<file path="src/rtl/regfile_dump.sv">
// regfile_dump: walks every register-file entry through a dedicated read
// port and streams each value, with its index, to a debug sink over a
// valid/ready interface. It never writes the register file and never stalls
// the pipeline.
module regfile_dump #(
  parameter int DATA_W = 32,
  parameter int ADDR_W = 5
) (
  input  logic              clk,
  input  logic              reset,
  input  logic              start,
  input  logic              abort,
  output logic [ADDR_W-1:0] rf_ra,
  input  logic [DATA_W-1:0] rf_rd,
  output logic              dout_valid,
  input  logic              dout_ready,
  output logic [DATA_W-1:0] dout_data,
  output logic [ADDR_W-1:0] dout_idx,
  output logic              dout_last,
  output logic              busy,
  output logic              done
);

  localparam logic [ADDR_W-1:0] LAST_IDX = '1;
  localparam logic [ADDR_W-1:0] IDX_ONE  = ADDR_W'(1);

  typedef enum logic [1:0] {
    IDLE,
    FETCH,
    SEND,
    DONE
  } state_t;

  state_t            state;
  logic [ADDR_W-1:0] idx;

  // The index counter is itself a register, so the read address is registered
  // and stays stable for the whole FETCH cycle.
  assign rf_ra = idx;

  // Dump sequencer: all outputs are registered; abort takes priority over
  // whatever the current state would otherwise do.
  always_ff @(posedge clk or posedge reset) begin
    if (reset) begin
      state      <= IDLE;
      idx        <= '0;
      dout_data  <= '0;
      dout_idx   <= '0;
      dout_last  <= 1'b0;
      dout_valid <= 1'b0;
      busy       <= 1'b0;
      done       <= 1'b0;
    end else if (abort && (state != IDLE)) begin
      state      <= IDLE;
      idx        <= '0;
      dout_valid <= 1'b0;
      busy       <= 1'b0;
      done       <= 1'b0;
    end else begin
      case (state)
        IDLE: begin
          if (start) begin
            idx   <= '0;
            busy  <= 1'b1;
            state <= FETCH;
          end
        end
        FETCH: begin
          dout_data  <= rf_rd;
          dout_idx   <= idx;
          dout_last  <= (idx == LAST_IDX);
          dout_valid <= 1'b1;
          state      <= SEND;
        end
        SEND: begin
          if (dout_ready) begin
            dout_valid <= 1'b0;
            if (dout_last) begin
              done  <= 1'b1;
              state <= DONE;
            end else begin
              idx   <= idx + IDX_ONE;
              state <= FETCH;
            end
          end
        end
        DONE: begin
          done  <= 1'b0;
          busy  <= 1'b0;
          state <= IDLE;
        end
        default: begin
          state      <= IDLE;
          dout_valid <= 1'b0;
          busy       <= 1'b0;
          done       <= 1'b0;
        end
      endcase
    end
  end

endmodule

</file>
<file path="config.mk">
export PLATFORM = sky130hd
export DESIGN_NAME = regfile_dump
export DESIGN_NICKNAME = d
export VERILOG_FILES = /design/src/rtl/regfile_dump.sv
export SDC_FILE = /design/constraint.sdc
export NUM_CORES = 1
export LEC_CHECK = 0
export ABC_AREA = 0
export BUFFER_PORTS_ARGS = -buffer_cell sky130_fd_sc_hd__buf_2
export CAP_MARGIN = 20
export CELL_PAD_IN_SITES_DETAIL_PLACEMENT = 1
export CELL_PAD_IN_SITES_GLOBAL_PLACEMENT = 2
export CORE_ASPECT_RATIO = 0.8
export CORE_MARGIN = 2
export CORE_UTILIZATION = 31
export DETAILED_ROUTE_END_ITERATION = 12
export GPL_TIMING_DRIVEN = 0
export PLACE_DENSITY = 0.81
export RECOVER_POWER = 100
export SLEW_MARGIN = 40
export SYNTH_ARGS = -nofsm -noshare
export SYNTH_HDL_FRONTEND = slang
export SYNTH_SLANG_ARGS = --single-unit
</file>
<file path="constraint.sdc">
create_clock -name clk -period 2.02 [get_ports clk]
set_input_delay 0.202 -clock clk [delete_from_list [all_inputs] [get_ports clk]]
set_output_delay 0.202 -clock clk [all_outputs]
set_load 0.03 [all_outputs]
</file>
==> impl_metrics.yaml, run 1 <==
global_routing:
  overflow: 0
  grt_pass1_wl_um: 7000
  grt_max_degree: 33
  antenna_found_initial: 0
  grt_pass1_vias: 1394
  track_usage_pct: 12.2
synthesis:
  synth_area_leader_cell: "sky130_fd_sc_hd__dfrtp_1"
  synth_cells: 135
  synth.cell_area_um2: 2020
  netlist_top_cells_area: "sky130_fd_sc_hd__dfrtp_1 59%, sky130_fd_sc_hd__mux2_2 16%, sky130_fd_sc_hd__mux2_4 6.7%"
  ys.flop_type: "sky130_fd_sc_hd__dfrtp_1"
  synthesis.nets: 174
  synth.ff_latch_count: 48
  synth.top_cell.area_share_pct: 59.5
  synth.yosys.warnings: 0
  seq_area_frac_synth_pct: 59.5
  synth.distinct_cells: 26
  synthesis.area_per_instance_um2: 15.0
  async_flop_share_pct: 100
  synth_enable_flop_cells: 0
final_layout:
  final_layout_size_suffix_gt1_share_pct: 36.7
  insertedDiodeCount: 0
  syn2layout_area_growth_pct: 27.2
  design.final.nets: 265
  fillCellCount: 731
  final_cells: 310
  register_area_um2: 1200
  multi_input_comb_area_um2: 714
timing:
  worst_slew_margin_rel_pct: 46.0
  post-route-period-util_pct: 82.1
  hold-worst-slack_ns: 0.132
  tightestPinTransition_ns: 0.805
  post-route-min-period_ns: 1.66
  final.setup_skew_ns: 0.00379
  unrepaired_setup_endpoints_after_global_routing: "false"
  slew_violations: 0
  finalSetupViolations: 0
  max_clock_freq_mhz: 603
  final_hold_viol_count: 0
route:
  drt_iter0_drc: 25
  routed_wl_um: 4290
  viasPerCell: 4.52
  ant_nets: 0
  routed-via-count: 1402
  wire_per_inst_um: 13.8
  drt_pass1_iterations: 4
  remaining_drc_errors: 0
critical_path:
  criticalPathCategory: "flop to flop"
  cp_data_arrival_time_ns: 1.84
  endpoint_kind: "flop"
  timing.rr.start: "state[1]"
  worstRegToRegCells: 4
  crit_fanout: 10
  r2r_end: "dout_idx[3]"
  reg2reg_slack_ns: 0.36
  crit_path_start_kind: "flop"
  critPathRequiredTime_ns: 2.20
clock_tree:
  postCtsSetupBuffers: 0
  cts_num_sinks: 48
  clock_tree_buf_depth: 2
  worst_skew_pair_later_pin_latency_ns: 0.29
  post_cts.resized_instances: 0
  numCtsBuffers: 5
  tritoncts: "built"
  clockRootBuffer: "sky130_fd_sc_hd__clkbuf_8"
  cts_htree_levels: 2
  clock_pin_transition_on_the_worst_setup_and_hold_timing_paths_ns: 0.08
worst_hold_path:
  timing.hold.worst.class: "input pin to flop"
  min-delay-start: "rf_rd[24]"
  hold_depth: 2
  min_to: "dout_data[24]"
placement:
  place_hpwl_um: 3230
  globalplace.congestion: 0.738
  port_buffers: 82
  dp.cells: 302
die:
  vertical_extent_of_the_die_um: 76.2
  io_pins: 83
  start_util_pct: 31.8
  die_wd_um: 94.2
  floorplan.core_area_um2: 6340
  rows: 26
  die_area_um2: 7180
power_and_ir_drop:
  cellLeakagePower_nw: 1.16
  power-per-cell-area_nw_per_um2: 1210
  irDropWorstVdd_mv: 0.503
job:
  maxCapViolations: 0
status:
  result_of_the_run: "complete, no violations"
==> cells in the final DEF (no fill, tap or decap), drive strengths merged, types with 3 or more instances in the layout <==
cell type / instances
clkbuf: 56
dfrtp: 48
buf: 40
mux2: 38
nand2b: 6
nand2: 4
nor2b: 4
a31oi: 4
inv: 3
o21ai: 3
==> worst max path at each step <==
stage / from / end / slack [ns] / cells after the start
final: state[1] / dout_idx[3] / 0.36 / 4
after global routing: state[1] / dout_idx[2] / 0.26 / 4
after CTS: state[1] / dout_data[27] / 0.43 / 5
after detailed placement: state[1] / dout_data[27] / 0.45 / 5
after global placement: reset / dout_data[7] / -0.04 / 2
after floorplan: rf_ra[0] / dout_last / 0.55 / 4
==> power breakdown <==
| group | switching [mW] | internal [mW] | leakage, nW |
|---|---|---|---|
| logic | 0.793 | 0.369 | 0.521 |
| registers | 0.131 | 1.22 | 0.593 |
| clock network | 0.297 | 0.305 | 0.0503 |
| total | 1.22 | 1.89 | 1.16 |
==> Yosys cell counts (all sizes together), types with 2 or more instances <==
cell type and number:
a21o 2, o21ai 3, ha 2, buf 6, nand2 4, mux2i 2, dfrtp 48, nand2b 6
nor3b 2, a31oi 4, inv 4, nor2b 4, a21oi 2, mux2 38, and3 2
==> registers in the layout, summed over array words and instances (netlist names) <==
signal      count
state           2
dout_data      32
dout_idx        5
busy            1
rf_ra           5
done            1
dout_last       1
dout_valid      1
==> area by class of cell <==
type                       count  area share, %
buffer                         6           2.05
clock buffer                   7           3.75
inverter                       4          0.633
multi-input combinational     77           27.8
sequential                    48           46.8
tap                           84           4.09
timing repair buffer          84           14.9
==> critical path: stages, from the launching register on <==
cell                       delay (ns)
sky130_fd_sc_hd__dfrtp_1         0.37
sky130_fd_sc_hd__clkbuf_1        0.20
sky130_fd_sc_hd__nor3b_4         0.29
sky130_fd_sc_hd__clkbuf_2        0.31
sky130_fd_sc_hd__mux2_2          0.37
==> timing repair <==
| item | CTS | global route |
|---|---|---|
| endpoints found under the setup margin | 0 | 0 |
| endpoints found under the hold margin | 16 | 0 |
| hold buffers | 1 | 0 |
==> layer usage <==
metal,global-route usage [%],wire length (µm)
met5,0,0
met4,2.61,38
met3,4.55,440
met2,17.2,1750
met1,18.0,2060
==> per-stage QoR <==
stage	power [mW]	instance area [µm²]	util, %	TNS (ns)	setup slack [ns]
final	3.11	2570	40.5	0	0.361
after detailed placement	2.66	2560	40.3	0	0.446
after global placement	2.63	2530	40.0	-2.00	-0.0449
after global routing	3.30	2570	40.5	0	0.255
after CTS	3.29	2660	42.0	0	0.425
after floorplan	2.27	2020	-	0	0.553
==> cell families (layout without fill, tap and decap cells) <==
family                   count (synthesis)  after routing  synth area share [%]
flip-flops                              48             48                  59.5
AO/OA/AOI/OAI                           14             14                  5.08
multiplexers                            40             40                  23.9
AND/OR/NAND/NOR                         21             21                  6.69
adder cells (fa/ha/maj)                  2              2                  1.24
buffers and inverters                   10            101                  3.65
Note: power is estimated with default switching activity, not from simulation.
==> run 2: changes to the inputs <==
Clock period 2.02 ns to 1.62 ns, I/O delays scaled along.
==> run 2 against run 1 <==
Die area did not move. Combinational power rose by 31%. Clock skew barely moved. Largest cell class unchanged. Largest power group unchanged.
==> impl_metrics.yaml, run 2 (synthesis results as in run 1) <==
status:
  result_of_the_run: "complete, no violations"
global_routing:
  global_route.usage.met2_pct: 17.2
  met1_demand_to_capacity_share_in_global_routing_pct: 18.0
  grt_use_met3_pct: 4.55
  grt_max_degree: 33
  grt.busiest_layer: "met1"
  antenna_found_initial: 0
  overflow: 0
  grt_pass1_vias: 1394
  grt_pass1_wl_um: 7000
  track_usage_pct: 12.2
final_layout:
  commonest_cells_after_routing_fill_and_taps_aside: "48 x sky130_fd_sc_hd__dfrtp_1, 46 x sky130_fd_sc_hd__clkbuf_1, 37 x sky130_fd_sc_hd__buf_2, 29 x sky130_fd_sc_hd__mux2_2, 9 x sky130_fd_sc_hd__mux2_4"
  layout.cells.most_common: "sky130_fd_sc_hd__dfrtp_1"
  design.final.nets: 268
  largest_register_ffs: 32
  syn2layout_area_growth_pct: 30.4
  post-route-util_pct: 41.5
  insertedDiodeCount: 0
  max_flop_register: "dout_data"
  final_cells: 313
  final_layout_size_suffix_gt1_share_pct: 41.5
critical_path:
  timing.critical_path.from: "state[1]"
  criticalPathCategory: "flop to flop"
  endpoint_kind: "flop"
  reg2reg_slack_ns: 0.08
  cp-endpoint: "dout_data[28]"
  cp_data_arrival_time_ns: 1.71
  critPathRequiredTime_ns: 1.79
  crit_fanout: 10
  r2r_end: "dout_data[28]"
  timing.rr.start: "state[1]"
  worstRegToRegCells: 5
  crit_path_start_kind: "flop"
timing:
  max_clock_freq_mhz: 649
  unrepaired_setup_endpoints_after_global_routing: "false"
  finalSetupViolations: 0
  slew_violations: 0
  layout_setup_ws_ns: 0.0790
  post-route-period-util_pct: 95.1
  hold-worst-slack_ns: 0.0992
  worst_slew_margin_rel_pct: 46.0
  final_hold_viol_count: 0
  tightestPinTransition_ns: 0.806
  post-route-min-period_ns: 1.54
  setup_total_negative_slack_ns: 0
  final.setup_skew_ns: 0.00419
placement:
  place_hpwl_um: 3230
  port_buffers: 82
  globalplace.congestion: 0.738
  preCtsSetupSlack_ns: 0.0462
  dp.cells: 302
die:
  die_area_um2: 7180
  die_wd_um: 94.2
  rows: 26
  io_pins: 83
  floorplan.core_area_um2: 6340
  start_util_pct: 31.8
  vertical_extent_of_the_die_um: 76.2
clock_tree:
  worst_skew_pair_later_pin_latency_ns: 0.29
  clock_tree_buf_depth: 2
  cts_num_sinks: 48
  cts_htree_levels: 2
  clockRootBuffer: "sky130_fd_sc_hd__clkbuf_8"
  numCtsBuffers: 5
  clock_pin_transition_on_the_worst_setup_and_hold_timing_paths_ns: 0.08
  tritoncts: "built"
  post_cts.resized_instances: 0
route:
  remaining_drc_errors: 0
  routed-via-count: 1398
  routed_wl_um: 4390
  drt_pass1_iterations: 4
  wire_per_inst_um: 14.0
  ant_nets: 0
  drt_iter0_drc: 29
  viasPerCell: 4.47
job:
  maxCapViolations: 0
worst_hold_path:
  timing.hold.worst.class: "input pin to flop"
power_and_ir_drop:
  irDropWorstVdd_mv: 0.629
  cellLeakagePower_nw: 1.20
  power-per-cell-area_nw_per_um2: 1500
[run 2: cell count changes in the layout (fill, tap and decap cells not counted), sizes merged]
cell	before	now
buf	40	42
clkbuf	56	57
[run 2: report_power, final]
part           internal (mW)  switching (mW)
Clock                  0.381           0.367
Sequential              1.52           0.170
Combinational          0.521           0.996
[run 2: final cells by class]
class / instances / area (µm²)
plain buffers: 6 / 58.8
fillers: 723 / 3710
flip-flops and latches: 48 / 1200
clock buffers: 7 / 96.3
repair buffers: 87 / 418
multi-input cells: 77 / 737
well taps: 84 / 105
inverters: 4 / 16.3
[run 2: worst max-delay path: stages (launching register included)]
cell and delay (ns):
sky130_fd_sc_hd__dfrtp_1 0.36, sky130_fd_sc_hd__buf_2 0.17, sky130_fd_sc_hd__nor3b_4 0.26, sky130_fd_sc_hd__buf_6 0.18, sky130_fd_sc_hd__buf_12 0.15, sky130_fd_sc_hd__mux2_4 0.31
[run 2: worst min-delay path by stage]
stage	cells after the start	slack [ns]	end	from
floorplan	1	0.27	dout_valid	abort
global placement	2	0.39	dout_data[23]	rf_rd[23]
detailed placement	2	0.12	dout_data[24]	reset
CTS	2	0.09	dout_data[4]	rf_rd[4]
global route	2	0.09	dout_data[8]	rf_rd[8]
finish	2	0.1	dout_data[2]	rf_rd[2]
[run 2: routing by layer]
| metal | share of wire, % | routed length [µm] |
|---|---|---|
| met1 | 49 | 2160 |
| met2 | 41 | 1810 |
| met3 | 8.9 | 391 |
| met4 | 0.77 | 34 |
| met5 | 0 | 0 |
[run 2: what timing repair did]
item / in CTS / in global routing
hold endpoints to repair: 16 / 0
endpoints found under the setup margin: 0 / 9
buffers inserted: 0 / 3
hold buffers: 1 / 0
[run 2: metrics by stage]
step | cell area [µm²] | total power [mW]
2_1_floorplan | 2020 | 2.83
5_1_grt | 2630 | 4.19
3_5_place_dp | 2560 | 3.32
6_report | 2630 | 3.96
3_3_place_gp | 2530 | 3.28
4_1_cts | 2660 | 4.10
==> run 3: changes to the inputs <==
Settings changed: PLACE_DENSITY 0.81 to unset, PLACE_DENSITY_LB_ADDON set to 0.1.
==> run 3 against run 2 <==
Count of clock-buffer cells in the layout increased by 1. Core utilization decreased by 0.099 points. Sequential share of layout area increased by 0.16 points. Critical path depth decreased by 1. Via count decreased by 0.29%. Combinational power about the same. Die area unchanged. Wire length increased by 1.2%. Global-route usage increased by 1.2 points. Non-clock buffer count decreased by 2. Sequential power about the same. First-iteration DRC count increased by 83%. Critical path type unchanged. Critical endpoint is now dout_data[24].
==> impl_metrics.yaml, run 3 (synthesis results as in run 1) <==
status:
  result_of_the_run: "complete, no violations"
final_layout:
  insertedDiodeCount: 0
  post-route-util_pct: 41.4
  final_cells: 312
  multi_input_comb_area_um2: 737
  fillCellCount: 722
  final_layout_size_suffix_gt1_share_pct: 40.4
  syn2layout_area_growth_pct: 30.0
  largest_register_ffs: 32
  commonest_cells_after_routing_fill_and_taps_aside: "48 x sky130_fd_sc_hd__clkbuf_1, 47 x sky130_fd_sc_hd__dfrtp_1, 36 x sky130_fd_sc_hd__buf_2, 29 x sky130_fd_sc_hd__mux2_2, 9 x sky130_fd_sc_hd__mux2_4"
  layout.cells.most_common: "sky130_fd_sc_hd__clkbuf_1"
  max_flop_register: "dout_data"
  register_area_um2: 1200
  postLayoutCellArea_um2: 2630
  design.final.nets: 266
die:
  floorplan.core_area_um2: 6340
  start_util_pct: 31.8
  io_pins: 83
  die_wd_um: 94.2
  vertical_extent_of_the_die_um: 76.2
  die_area_um2: 7180
  rows: 26
power_and_ir_drop:
  cellLeakagePower_nw: 1.20
  total_power_mw: 3.92
  power-per-cell-area_nw_per_um2: 1490
  irDropWorstVdd_mv: 0.533
route:
  routed_wl_um: 4440
  viasPerCell: 4.47
  drt_iter0_drc: 53
  wire_per_inst_um: 14.2
  ant_nets: 0
  routed-via-count: 1394
  drt_pass1_iterations: 3
  remaining_drc_errors: 0
global_routing:
  antenna_found_initial: 0
  grt_max_degree: 28
  grt_pass1_vias: 1543
  grt_pass1_wl_um: 7570
  overflow: 0
  track_usage_pct: 13.4
clock_tree:
  cts_num_sinks: 48
  clockRootBuffer: "sky130_fd_sc_hd__clkbuf_8"
  numCtsBuffers: 5
  clock_tree_buf_depth: 2
  clock_pin_transition_on_the_worst_setup_and_hold_timing_paths_ns: 0.08
  tritoncts: "built"
  worst_skew_pair_later_pin_latency_ns: 0.29
  cts_htree_levels: 2
placement:
  placement.cell_area_um2: 2560
  place_hpwl_um: 3390
  dp.cells: 302
  preCtsSetupSlack_ns: -0.0377
  port_buffers: 82
  globalplace.congestion: 0.725
timing:
  final.setup_skew_ns: 0.00527
  slew_violations: 0
  worst_slew_margin_rel_pct: 41.2
  max_clock_freq_mhz: 648
  finalSetupViolations: 0
  final_hold_viol_count: 0
  post-route-min-period_ns: 1.54
  tightestPinTransition_ns: 0.881
  unrepaired_setup_endpoints_after_global_routing: "false"
  post-route-period-util_pct: 95.3
  layout_setup_ws_ns: 0.0765
worst_hold_path:
  timing.hold.worst.class: "input pin to flop"
  hold_depth: 2
critical_path:
  crit_path_start_kind: "flop"
  worstRegToRegCells: 4
  critPathRequiredTime_ns: 1.80
  endpoint_kind: "flop"
  criticalPathCategory: "flop to flop"
  cp_data_arrival_time_ns: 1.72
  crit_fanout: 10
job:
  maxCapViolations: 0
==> run 3: worst paths after layout <==
path,from,end,slack (ns)
max in group asynchronous,reset,state[1],0.38
worst min-delay path,rf_rd[17],dout_data[17],0.1
min in group asynchronous,reset,dout_data[16],0.59
worst max-delay path,state[1],dout_data[24],0.08
worst max register to register,state[1],dout_data[24],0.08
worst min register to register,dout_data[6],dout_data[6],0.51
==> run 3: timing repair <==
action,4_1_cts,5_1_grt
pin swaps,1,1
endpoints found under the hold margin,21,0
endpoints found under the setup margin,9,11
hold buffers,1,0
resized for setup,0,1
setup buffers,2,0
==> run 3: worst max-delay path, stage by stage (launching register included) <==
cell and delay, ns:
sky130_fd_sc_hd__dfrtp_2 0.48, sky130_fd_sc_hd__nor3b_4 0.32, sky130_fd_sc_hd__buf_6 0.19, sky130_fd_sc_hd__buf_12 0.14, sky130_fd_sc_hd__mux2_4 0.30
==> run 3: cell type report <==
type	count	share of cell area (%)
inverter	4	0.572
buffer	5	2.05
tap	84	4.00
clock buffer	8	3.43
multi-input combinational	77	28.1
timing repair buffer	86	16.1
sequential	48	45.8
==> run 3: per-layer routing <==
metal	track usage [%]	vias up	wire length, µm
li1	-	656	-
met5	0	-	0
met1	17.3	682	1940
met2	22.1	51	2140
met4	3.48	0	42
met3	3.96	5	315
==> run 3: report_power, final <==
group / total (mW) / switching, mW / internal [mW]
registers: 1.70 / 0.178 / 1.52
logic: 1.51 / 0.983 / 0.523
clock network: 0.717 / 0.368 / 0.349
==> run 3: per-stage QoR <==
step	TNS, ns	hold WS [ns]
3_3_place_gp	-14.46	0.394
4_1_cts	0	0.0861
2_1_floorplan	0	0.270
5_1_grt	0	0.0820
3_5_place_dp	-0.291	0.139
6_report	0	0.0970
